<file path="src/rtl/uart_tx.sv">
// Serial transmitter: pops bytes over valid/ready and frames them start/data/[parity]/stop.
// Optional parity bit enabled by defining UART_TX_PARITY_EN.
module uart_tx #(
    parameter int CLKS_PER_BIT = 16,
    parameter int DATA_WIDTH   = 8,
    parameter int STOP_BITS    = 1,
    parameter int ODD_PARITY   = 0
) (
    input  logic                  clk,
    input  logic                  rst_n,
    input  logic [DATA_WIDTH-1:0] in_data,
    input  logic                  in_valid,
    output logic                  in_ready,
    output logic                  tx,
    output logic                  busy
);

    localparam int CW = $clog2(CLKS_PER_BIT);
    localparam int IW = (DATA_WIDTH > 2) ? $clog2(DATA_WIDTH) : 1;

    localparam logic [CW-1:0] CNT_LAST  = CW'(CLKS_PER_BIT - 1);
    localparam logic [IW-1:0] DATA_LAST = IW'(DATA_WIDTH - 1);
    localparam logic [IW-1:0] STOP_LAST = IW'(STOP_BITS - 1);

    if (CLKS_PER_BIT < 2) begin : g_cpb_chk
        $error("uart_tx: CLKS_PER_BIT must be >= 2");
    end
    if (STOP_BITS < 1 || STOP_BITS > 2) begin : g_stop_chk
        $error("uart_tx: STOP_BITS must be 1 or 2");
    end
    if (ODD_PARITY < 0 || ODD_PARITY > 1) begin : g_par_chk
        $error("uart_tx: ODD_PARITY must be 0 or 1");
    end

    typedef enum logic [2:0] {
        S_IDLE,
        S_START,
        S_DATA,
`ifdef UART_TX_PARITY_EN
        S_PARITY,
`endif
        S_STOP
    } state_t;

`ifdef UART_TX_PARITY_EN
    localparam state_t AFTER_DATA = S_PARITY;
`else
    localparam state_t AFTER_DATA = S_STOP;
`endif

    state_t                state;
    state_t                state_d;
    logic [CW-1:0]         cnt;
    logic [CW-1:0]         cnt_d;
    logic [IW-1:0]         idx;
    logic [IW-1:0]         idx_d;
    logic [DATA_WIDTH-1:0] data_q;
    logic                  bit_end;
    logic                  last_stop;
    logic                  take;
    logic                  tx_d;
    logic                  tx_q;
`ifdef UART_TX_PARITY_EN
    logic                  par_q;
`endif

    assign bit_end   = (cnt == CNT_LAST);
    assign last_stop = (state == S_STOP) && (idx == STOP_LAST) && bit_end;
    assign in_ready  = (state == S_IDLE) || last_stop;
    assign take      = in_valid && in_ready;

    always_ff @(posedge clk or negedge rst_n) begin
        if (!rst_n) begin
            state <= S_IDLE;
            cnt   <= '0;
            idx   <= '0;
        end else begin
            state <= state_d;
            cnt   <= cnt_d;
            idx   <= idx_d;
        end
    end

    always_comb begin
        state_d = state;
        cnt_d   = cnt;
        idx_d   = idx;
        if (state != S_IDLE) begin
            cnt_d = bit_end ? '0 : cnt + CW'(1);
        end
        unique case (state)
            S_IDLE: begin
                if (take) begin
                    state_d = S_START;
                    cnt_d   = '0;
                    idx_d   = '0;
                end
            end
            S_START: begin
                if (bit_end) begin
                    state_d = S_DATA;
                    idx_d   = '0;
                end
            end
            S_DATA: begin
                if (bit_end) begin
                    if (idx == DATA_LAST) begin
                        state_d = AFTER_DATA;
                        idx_d   = '0;
                    end else begin
                        idx_d = idx + IW'(1);
                    end
                end
            end
`ifdef UART_TX_PARITY_EN
            S_PARITY: begin
                if (bit_end) begin
                    state_d = S_STOP;
                    idx_d   = '0;
                end
            end
`endif
            S_STOP: begin
                if (bit_end) begin
                    if (idx == STOP_LAST) begin
                        // a byte offered in the last stop cycle starts the next frame gaplessly
                        state_d = take ? S_START : S_IDLE;
                        idx_d   = '0;
                    end else begin
                        idx_d = idx + IW'(1);
                    end
                end
            end
            default: begin
                state_d = S_IDLE;
                cnt_d   = '0;
                idx_d   = '0;
            end
        endcase
    end

    // line level is decoded from the next state so tx leaves a flop
    always_comb begin
        tx_d = 1'b1;
        unique case (state_d)
            S_START:  tx_d = 1'b0;
            S_DATA:   tx_d = data_q[idx_d];
`ifdef UART_TX_PARITY_EN
            S_PARITY: tx_d = par_q;
`endif
            default:  tx_d = 1'b1;
        endcase
    end

    always_ff @(posedge clk or negedge rst_n) begin
        if (!rst_n) begin
            data_q <= '0;
        end else if (take) begin
            data_q <= in_data;
        end
    end

`ifdef UART_TX_PARITY_EN
    always_ff @(posedge clk or negedge rst_n) begin
        if (!rst_n) begin
            par_q <= 1'b0;
        end else if (take) begin
            par_q <= (^in_data) ^ (ODD_PARITY != 0);
        end
    end
`endif

    always_ff @(posedge clk or negedge rst_n) begin
        if (!rst_n) begin
            tx_q <= 1'b1;
        end else begin
            tx_q <= tx_d;
        end
    end

    assign tx   = tx_q;
    assign busy = (state != S_IDLE);

endmodule
</file>
<file path="config.mk">
export PLATFORM = sky130hd
export DESIGN_NAME = uart_tx
export DESIGN_NICKNAME = d
export VERILOG_FILES = /design/src/rtl/uart_tx.sv
export SDC_FILE = /design/constraint.sdc
export NUM_CORES = 1
export LEC_CHECK = 0
export ABC_CLOCK_PERIOD_IN_PS = 2050
export CORE_MARGIN = 3
export CORE_UTILIZATION = 47
export DETAILED_ROUTE_END_ITERATION = 7
export HOLD_SLACK_MARGIN = 0.12
export PLACE_DENSITY = 0.7
export SLEW_MARGIN = 30
export SYNTH_ARGS = -nofsm -noshare
export SYNTH_HDL_FRONTEND = slang
export SYNTH_SLANG_ARGS = --single-unit
</file>
<file path="constraint.sdc">
create_clock -name clk -period 2.05 [get_ports clk]
set_input_delay 0.615 -clock clk [delete_from_list [all_inputs] [get_ports clk]]
set_output_delay 0.615 -clock clk [all_outputs]
set_load 0.1 [all_outputs]
</file>
==> Word level (Yosys, flattened, before mapping) <==
Index checks and enable logic that the tools add are counted.
{ "totals": {"inputBits": 11, "out_inout_bits": 3, "elab_cells": 45, "regBits": 19} }
{ "classes": {"eq_ne": 7, "magnitude_cmp": 1, "reduce_logical": 8, "n_addsub": 2, "n_mux": 22} }
{ "op_table": {"columns": ["cell", "count"], "rows": [
  ["3-bit two-way mux", 12],
  ["3-bit one-hot mux with 4 select lines", 2],
  ["4-bit two-way mux", 3],
  ["3-bit by 2-bit == test with 1-bit output (second input constant)", 3],
  ["4-bit one-hot mux with 2 select lines", 1],
  ["3-bit by 1-bit == test with 1-bit output (second input constant)", 2],
  ["3-bit logical NOT", 2],
  ["4-bit by 1-bit adder with 4-bit output (second input constant)", 1],
  ["4-bit == test (second input constant)", 1],
  ["3-bit by 4-bit < comparator with 1-bit output (second input constant)", 1],
  ["3-bit by 1-bit adder with 3-bit output (second input constant)", 1],
  ["1-bit binary-select mux with 3-bit select", 1],
  ["3-bit == test (second input constant)", 1],
  ["1-bit logical AND", 3],
  ["3-bit nonzero test", 1],
  ["3-bit OR reduction", 1],
  ["1-bit two-way mux", 2],
  ["1-bit one-hot mux with 2 select lines", 1],
  ["1-bit logical OR", 1]
]} }

==> Logic depth before layout (Yosys ltp) <==
Gate-level depths: netlist of the first run.
{ "logic_depth": {"word_depth": 11, "mapped_depth": 7, "mapped_depth_nobuf": 7} }

==> Least setup slack after synthesis of the first run <==
OpenSTA, ideal clock, no wires.
{ "synth_path": {"kind": "register to register", "from": "register cnt[0]", "to": "register data_q[0]", "path_buffers": 0, "synth_period_minus_slack_ns": 3.445, "setup_slack_ns": -1.395, "required_ns": 1.925, "stages_incl_launch_ff": 8, "setup_ns": 0.125, "arrival_ns": 3.320, "path_cell_list": "dfrtp_1 -> ha_1 -> and3_1 -> and2_1 -> inv_1 -> o21ai_1 -> nand2_1 -> mux2_2"} }
{ "synth_between": {"elab_chain_cells": 4} }
{ "synth_lines": {"columns": ["element", "line_no", "source"], "rows": [
  ["start: declaration", "53", "logic [CW-1:0] cnt;"],
  ["start signal: assignment", "79", "cnt <= cnt_d;"],
  ["4-bit == test", "67", "assign bit_end = (cnt == CNT_LAST);"],
  ["1-bit logical AND", "68", "assign last_stop = (state == S_STOP) && (idx == STOP_LAST) && bit_end;"],
  ["1-bit logical OR", "69", "assign in_ready = (state == S_IDLE) || last_stop;"],
  ["named net in_ready", "13", "output logic in_ready,"],
  ["1-bit logical AND", "70", "assign take = in_valid && in_ready;"],
  ["end signal: assignment", "159", "data_q <= in_data;"],
  ["end: declaration", "57", "logic [DATA_WIDTH-1:0] data_q;"]
]} }
The timed path passes the listed nets, and every way through them passes these cells.
A chain may end at the register's enable or synchronous reset.

==> Final worst setup path of the first run <==
{ "layout_path": {"from": "register cnt[1]", "to": "output in_ready"} }
{ "layout_between": {"elab_chain_cells": 3} }
{ "layout_lines": {"columns": ["element", "line_no"], "rows": [
  ["4-bit == test", "67"],
  ["1-bit logical AND", "68"],
  ["1-bit logical OR", "69"],
  ["end: declaration", "13"]
]} }
No other way between the ends.

==> results of run 1 <==
## where the power goes
part,total [uW],internal [uW],switching (uW)
Clock,189,72.5,117
Combinational,218,117,101
Sequential,436,413,22.6
## placed cells by master (no fill, tap or decap), types with 4 or more instances in the layout
master / netlist / final
dfrtp_1: 18 / 18
buf_4: 0 / 15
inv_1: 6 / 5
nand3_1: 4 / 4
mux2_2: 9 / 9
a21oi_1: 7 / 7
nor2_1: 7 / 7
clkdlybuf4s50_1: 0 / 10
## area by class of cell
class / instances / area (um^2) / area share (%)
Multi-Input combinational cell: 65 / 587 / 40.7
Clock buffer: 3 / 22.5 / 1.56
Clock inverter: 1 / 5.00 / 0.347
Timing Repair Buffer: 30 / 295 / 20.5
Sequential cell: 19 / 477 / 33.0
Tap cell: 27 / 33.8 / 2.34
Inverter: 6 / 22.5 / 1.56
## repair_timing
| action | 4_1_cts | 5_1_grt |
|---|---|---|
| resized for setup | 2 | 8 |
| buffers inserted | 5 | 2 |
| gates cloned | 0 | 0 |
| endpoints found under the hold margin | 0 | 0 |
| pin swaps | 3 | 7 |
| endpoints found under the setup margin | 3 | 3 |
## worst max path at each step
stage | to | start
detailed placement | tx | in_valid
global route | in_ready | cnt[1]
floorplan | in_ready | cnt[0]
CTS | in_ready | cnt[0]
finish | in_ready | cnt[1]
global placement | tx | in_valid
## cell families after synthesis
group,synth area share [%]
compound gates,14.3
fa+ha+maj,4.88
buf+inv,4.27
flops,46.5
mux,14.3
other cells,0.366
simple gates,15.4
## state kept, by name (all words and copies together), names as in the netlist
register	flops
data_q	8
cnt	4
tx	1
state	3
idx	3
## routing by layer
metal,up-vias,part of all wire (%),global-route usage [%]
li1,396,-,-
met1,382,46,24.5
met2,20,48,27.9
met3,4,4.1,3.42
met4,0,1.3,5.11
met5,-,0,0
## stage by stage
stage	area, um^2	hold WS, ns	setup WS, ns	utilization (%)	TNS, ns
after floorplan	1060	0.319	-0.100	-	-0.675
after global placement	1310	0.494	-0.402	64.6	-0.406
after detailed placement	1310	0.493	-0.448	64.6	-0.480
after CTS	1380	0.519	-0.164	68.2	-0.292
after global routing	1440	0.540	-0.227	71.3	-0.485
final	1440	0.515	-0.137	71.3	-0.262
## worst max-delay path: stages (launching register included)
cell and delay, ns:
dfrtp_1 0.41, ha_4 0.16, and3_4 0.19, and2_4 0.15
inv_2 0.04, o21ai_4 0.15, buf_12 0.19
==> impl_metrics.yaml, run 1 <==
status:
  status: "finished, violations left"
  violations: "setup timing"
logic_synthesis:
  async_flop_share_pct: 100
  seq_area_frac_synth_pct: 46.5
  syn_nets: 108
  synth.most_common_cell: "dfrtp_1"
  synthesis.area_mm2: 0.00102
  synth.top_cell.area_share_pct: 44.0
  ys.warnings.count: 0
  synth_edf_count: 0
  synthesis.instances: 93
  synth_top_cell_by_area: "dfrtp_1"
  ys_types: 32
  ys_seq_elements: 19
  ys.flop_type: "dfrtp_1"
  syn_avg_cell_area_um2: 11.0
  synth_area_leaders: "dfrtp_1 (44%), mux2_2 (9.9%), ha_1 (4.9%)"
  synth_common_cells: "dfrtp_1 (18), mux2_2 (9), a21oi_1 (7), nor2_1 (7), inv_1 (6)"
sta:
  period_share_pct: 107
  worst_slack_ns: -0.137
  post-route-min-period_ns: 2.19
  hold_viol: 0
  drv_slew: 0
  finalSetupViolCount: 2
  fin_skew_ns: 0.00883
  rsz0062_at_grt: "yes"
  max_clock_freq_mhz: 457
die:
  ioPinCount: 14
  die_x_um: 52.7
  fp.coreArea_mm2: 0.00202
  rows: 16
  dieArea_mm2: 0.00278
  die_h_um: 52.7
  start_util_pct: 50.7
pwr:
  power_uw: 843
  leakagePower_uw: 0.000634
  p_per_area_mw_per_mm2: 584
  ir_worst_vdd_v: 0.000496
layout:
  fin_nets: 140
  layout.cells.non_filler: 151
  n_fill_cell: 142
  area_growth_pct: 40.8
  drive_gt1_share_pct: 41.9
  diodes: 0
detailed_routing:
  drc_errors: 0
  wl_um: 2130
  ant_nets: 0
  post_drt_via_cell_ratio: 5.31
  dr.pass1.iters: 4
  wl_per_cell_um: 14.1
  drt-initial-drc-count: 22
  vias: 802
cts:
  tritoncts: "built"
  cts-buffers-inserted: 3
  clock-root-buffer: "clkbuf_4"
  cts.reportedPaths.clkPinSlew_ns: 0.11
  holdBufCountCts: 0
  clock_latency_ns: 0.29
  cts_sinks: 19
  clk_path_buf_depth: 2
  ctsHtreeMaxLevel: 1
global_route:
  grt_pass1_vias: 824
  overflow: 0
  grt_pass1_wl_um: 3620
  grt_usage_pct: 17.7
  grt_max_degree: 20
  antenna_found_initial: 0
placement:
  gp_congestion: 0.862
  dp_cells: 140
  post-dp-hpwl_um: 1500
  io_buffers: 13
job:
  max_cap_violations: 0
critical_path:
  critPathArrivalTime_ns: 1.57
  worstReg2RegStart: "cnt[0]"
  reg2reg_depth: 8
  r2r-end: "tx"
  worstPathRequired_ns: 1.43
  worst-path-max-fanout: 4
  critical_path_class: "flop to output pin"
  r2r_slack_ns: -0.11
  endpoint_kind: "output pin"
  crit_path_start_kind: "flop"
hold_path:
  holdPathStages: 1
  hold_path_class: "flop to flop"
  hold_path_startpoint: "data_q[0]"
  min_to: "data_q[0]"
No activity file was read; power rests on OpenSTA's default activity.
==> run 2: changes to the inputs <==
--- a/config.mk
+++ b/config.mk
@@ -11,7 +11,8 @@
 export DETAILED_ROUTE_END_ITERATION = 7
 export HOLD_SLACK_MARGIN = 0.12
 export PLACE_DENSITY = 0.7
-export SLEW_MARGIN = 30
+export SLEW_MARGIN = 5
 export SYNTH_ARGS = -nofsm -noshare
 export SYNTH_HDL_FRONTEND = slang
 export SYNTH_SLANG_ARGS = --single-unit
+export TNS_END_PERCENT = 50
==> run 2 against run 1 <==
  * The flow still finishes with violations (setup timing)
  * Worst setup slack lost 0.0064 ns
  * Die area did not move
  * First-iteration DRC count down 23%
  * Sequential power barely moved
  * Final area fell by 2.3%
  * Critical path type is now input pin to flop
  * Critical endpoint is now tx
  * Highest routed layer unchanged
==> impl_metrics.yaml, run 2 (synthesis results as in run 1) <==
critical_path:
  crit_path_start_kind: "input pin"
  cp.depth: 7
  critPathArrivalTime_ns: 2.40
  critical_path_class: "input pin to flop"
  reg2reg_depth: 8
  crit_path_end: "tx"
  crit_chain: "clkdlybuf4s50_1 > nor3b_4 > a211oi_4 > a22o_4 > mux2_1 > a32oi_1 > a41oi_2"
  cp.buffers_inverters: 1
  crit_slowest_cell: "clkdlybuf4s50_1"
  cp_top_family: "compound AO/OA/AOI/OAI gates"
  crit_start: "in_valid"
  worstPathRequired_ns: 2.26
  r2r-end: "tx"
  cpPeakStageDelay_ns: 0.50
  worstReg2RegStart: "cnt[0]"
  endpoint_kind: "flop"
  worst-path-max-fanout: 3
  r2r_slack_ns: -0.11
cts:
  cts.reportedPaths.clkPinSlew_ns: 0.12
  clock_latency_ns: 0.29
  ctsHtreeMaxLevel: 1
  cts_sinks: 19
  tritoncts: "built"
  clock-root-buffer: "clkbuf_4"
  cts-buffers-inserted: 3
  clk_path_buf_depth: 2
sta:
  max_clock_freq_mhz: 456
  fin_skew_ns: 0.00858
  period_share_pct: 107
  finalSetupViolCount: 2
  hold_viol: 0
  rsz0062_at_grt: "yes"
  worst_slack_ns: -0.143
  drv_slew: 0
  post-route-min-period_ns: 2.19
global_route:
  grt_pass1_vias: 827
  overflow: 0
  grt_pass1_wl_um: 3620
  grt_usage_pct: 17.7
  antenna_found_initial: 0
  grt_max_degree: 20
detailed_routing:
  dr.pass1.iters: 4
  post_drt_via_cell_ratio: 5.32
  drc_errors: 0
  wl_um: 2090
  wl_per_cell_um: 13.9
  ant_nets: 0
  drt-initial-drc-count: 17
  vias: 798
hold_path:
  hold_path_class: "flop to flop"
  holdPathStages: 1
die:
  die_h_um: 52.7
  dieArea_mm2: 0.00278
  ioPinCount: 14
  rows: 16
  fp.coreArea_mm2: 0.00202
  start_util_pct: 50.7
  die_x_um: 52.7
pwr:
  leakagePower_uw: 0.000618
  power_uw: 827
  ir_worst_vdd_v: 0.000453
  p_per_area_mw_per_mm2: 586
layout:
  final_common_cell: "dfrtp_1"
  largestRegisters: "data_q x8, cnt x4"
  stdcell_area_mm2: 0.00141
  multi_input_area_um2: 562
  layout_common_cells: "dfrtp_1 (18), buf_4 (14), clkdlybuf4s50_1 (10)"
  final_util_pct: 69.7
  ff_latch_area_um2: 477
  diodes: 0
  layout.cells.non_filler: 150
  area_growth_pct: 37.6
  n_fill_cell: 147
  regMostFlops: "data_q"
  drive_gt1_share_pct: 37.4
  fin_nets: 139
  largest_reg_flops: 8
placement:
  place_area_mm2: 0.00131
  place_ws_ns: -0.448
  io_buffers: 13
  post-dp-hpwl_um: 1500
  dp_cells: 140
  gp_congestion: 0.862
status:
  violations: "setup timing"
  status: "finished, violations left"
job:
  max_cap_violations: 0
## run 2: cell count changes in the layout (fill, tap and decap cells not counted)
cell	before	now
mux2_1	1	4
mux2_4	3	0
a31oi_1	0	1
a31oi_2	1	0
a32oi_1	1	2
a32oi_2	1	0
buf_4	15	14
## run 2: area by class of cell
type	instances	share of cell area, %
Sequential cell	19	33.8
Multi-Input combinational cell	65	39.8
Tap cell	27	2.40
Clock inverter	1	0.355
Inverter	6	1.60
Timing Repair Buffer	29	20.4
Clock buffer	3	1.60
## run 2: where the power goes
part / total, uW / switching, uW / internal, uW
Clock: 189 / 116 / 72.4
Sequential: 435 / 22.3 / 413
Combinational: 203 / 98.2 / 104
Total: 827 / 237 / 590
## run 2: routing by layer
| layer | share of wire (%) | global-route usage [%] | up-vias |
|---|---|---|---|
| li1 | - | - | 397 |
| met3 | 2.7 | 3.42 | 4 |
| met5 | 0 | 0 | - |
| met2 | 47 | 27.9 | 13 |
| met1 | 49 | 24.5 | 384 |
| met4 | 1.3 | 5.11 | 0 |
## run 2: how the worst min path moves through the flow
stage | from | to | slack (ns)
final | data_q[0] | data_q[0] | 0.52
after detailed placement | data_q[2] | data_q[2] | 0.49
after CTS | data_q[0] | data_q[0] | 0.52
after global placement | data_q[6] | data_q[6] | 0.49
after floorplan | rst_n | cnt[0] | 0.32
after global routing | data_q[6] | data_q[6] | 0.54
## run 2: repair_timing
item,4_1_cts,5_1_grt
endpoints found under the hold margin,0,0
buffers inserted,4,2
hold buffers,0,0
setup endpoints to repair,3,3
resized for setup,2,3
pin swaps,3,2
## run 2: metrics by stage
stage               hold WS (ns)  TNS, ns
CTS                        0.519   -0.292
floorplan                  0.319   -0.675
global placement           0.494   -0.406
detailed placement         0.493   -0.480
finish                     0.518   -0.279
global route               0.541   -0.488
==> run 3: changes to the inputs <==
--- a/config.mk
+++ b/config.mk
@@ -6,7 +6,6 @@
 export NUM_CORES = 1
 export LEC_CHECK = 0
 export ABC_CLOCK_PERIOD_IN_PS = 2050
-export CORE_MARGIN = 3
 export CORE_UTILIZATION = 47
 export DETAILED_ROUTE_END_ITERATION = 7
 export HOLD_SLACK_MARGIN = 0.12
==> run 3 against run 2 <==
  * The flow still finishes with violations (setup timing)
  * Die area down 15%
  * Register-to-register slack better by 0.02 ns
  * Routed wire length shrank 1.7%
  * Worst setup slack lost 0.0024 ns
  * Flip-flop and latch count is the same
  * Clock skew fell by 0.0059 ns
  * Critical path type is now flop to output pin
  * Largest cell class unchanged
==> impl_metrics.yaml, run 3 (synthesis results as in run 1) <==
layout:
  area_growth_pct: 38.8
  diodes: 0
  stdcell_area_mm2: 0.00142
  largest_reg_flops: 8
  drive_gt1_share_pct: 40.0
  fin_nets: 141
  layout.cells.non_filler: 152
  largestRegisters: "data_q x8, cnt x4"
  regMostFlops: "data_q"
  final_common_cell: "dfrtp_1"
  layout_common_cells: "dfrtp_1 (18), buf_4 (17), clkdlybuf4s50_1 (10)"
detailed_routing:
  drt-initial-drc-count: 11
  vias: 813
  wl_um: 2060
  drc_errors: 0
  ant_nets: 0
  wl_per_cell_um: 13.5
  dr.pass1.iters: 3
  post_drt_via_cell_ratio: 5.35
cts:
  clock-root-buffer: "clkbuf_4"
  cts_sinks: 19
  holdBufCountCts: 0
  cts.reportedPaths.clkPinSlew_ns: 0.12
  clk_path_buf_depth: 2
  clock_latency_ns: 0.30
  tritoncts: "built"
  ctsHtreeMaxLevel: 1
  cts-buffers-inserted: 3
global_route:
  grt_max_degree: 13
  antenna_found_initial: 0
  grt_pass1_wl_um: 3640
  grt_usage_pct: 20.2
  grt_pass1_vias: 848
  overflow: 0
status:
  status: "finished, violations left"
  violations: "setup timing"
critical_path:
  crit_chain: "ha_2 > and3_4 > and2_4 > inv_2 > o21ai_4 > buf_12"
  crit_start: "cnt[1]"
  r2r-end: "tx"
  cp.buffers_inverters: 2
  cp.depth: 6
  worstPathRequired_ns: 1.43
  crit_path_end: "in_ready"
  reg2reg_depth: 8
  worstReg2RegStart: "cnt[1]"
  crit_slowest_cell: "dfrtp_1"
  critical_path_class: "flop to output pin"
  critPathArrivalTime_ns: 1.58
  endpoint_kind: "output pin"
  worst-path-max-fanout: 2
  cp_top_family: "flip-flops"
  r2r_slack_ns: -0.09
  cpPeakStageDelay_ns: 0.38
  crit_path_start_kind: "flop"
sta:
  drv_slew: 0
  fin_setup_tns_ns: -0.303
  finalSetupViolCount: 3
  max_clock_freq_mhz: 455
  hold_viol: 0
  period_share_pct: 107
  rsz0062_at_grt: "yes"
  fin_skew_ns: 0.00263
  worst_slack_ns: -0.146
  post-route-min-period_ns: 2.20
placement:
  gp_congestion: 0.870
  place_area_mm2: 0.00131
  post-dp-hpwl_um: 1500
  io_buffers: 13
  dp_cells: 141
  place_ws_ns: -0.459
die:
  ioPinCount: 14
  dieArea_mm2: 0.00237
  fp.coreArea_mm2: 0.00200
  rows: 16
  die_h_um: 48.7
  die_x_um: 48.7
  start_util_pct: 51.2
job:
  max_cap_violations: 0
pwr:
  leakagePower_uw: 0.000623
  p_per_area_mw_per_mm2: 589
  ir_worst_vdd_v: 0.000505
hold_path:
  hold_path_class: "flop to flop"
## run 3: how the worst min path moves through the flow
stage                          from        end  slack [ns]  depth (start not counted)
final                     data_q[0]  data_q[0]        0.52                          1
after global routing      data_q[0]  data_q[0]        0.54                          1
after CTS                 data_q[6]  data_q[6]        0.52                          1
after detailed placement  data_q[0]  data_q[0]        0.50                          1
after global placement    data_q[4]  data_q[4]        0.49                          1
after floorplan               rst_n     cnt[0]        0.32                          0
## run 3: per-layer routing
metal | up-vias | part of all wire (%) | track usage [%]
li1 | 399 | - | -
met1 | 402 | 46 | 25.4
met2 | 12 | 51 | 34.5
met3 | 0 | 3.4 | 6.60
met4 | 0 | 0 | 2.94
met5 | - | 0 | 0
## run 3: report_power, final
part	leakage [uW]	switching (uW)	internal [uW]
clock network	0.0000139	128	74.4
logic	0.000369	98.7	103
registers	0.000240	20.4	413
## run 3: per-stage QoR
stage          utilization [%]  total power, uW  hold WS, ns
2_1_floorplan                -              557        0.319
3_3_place_gp              65.6              628        0.493
3_5_place_dp              65.6              632        0.496
4_1_cts                   69.6              839        0.524
5_1_grt                   71.1              880        0.537
6_report                  71.1              837        0.518
## run 3: repair_timing
action,4_1_cts,5_1_grt
pin swaps,3,0
endpoints found under the setup margin,3,3
buffers inserted,6,1
gates resized for setup,1,4
## run 3: layout make-up
cell class / count / area (um^2)
sequential: 19 / 477
clock buffer: 3 / 22.5
tap: 27 / 33.8
multi-input combinational: 65 / 561
fill: 153 / 579
inverter: 6 / 22.5
clock inverter: 1 / 7.51
timing repair buffer: 31 / 299
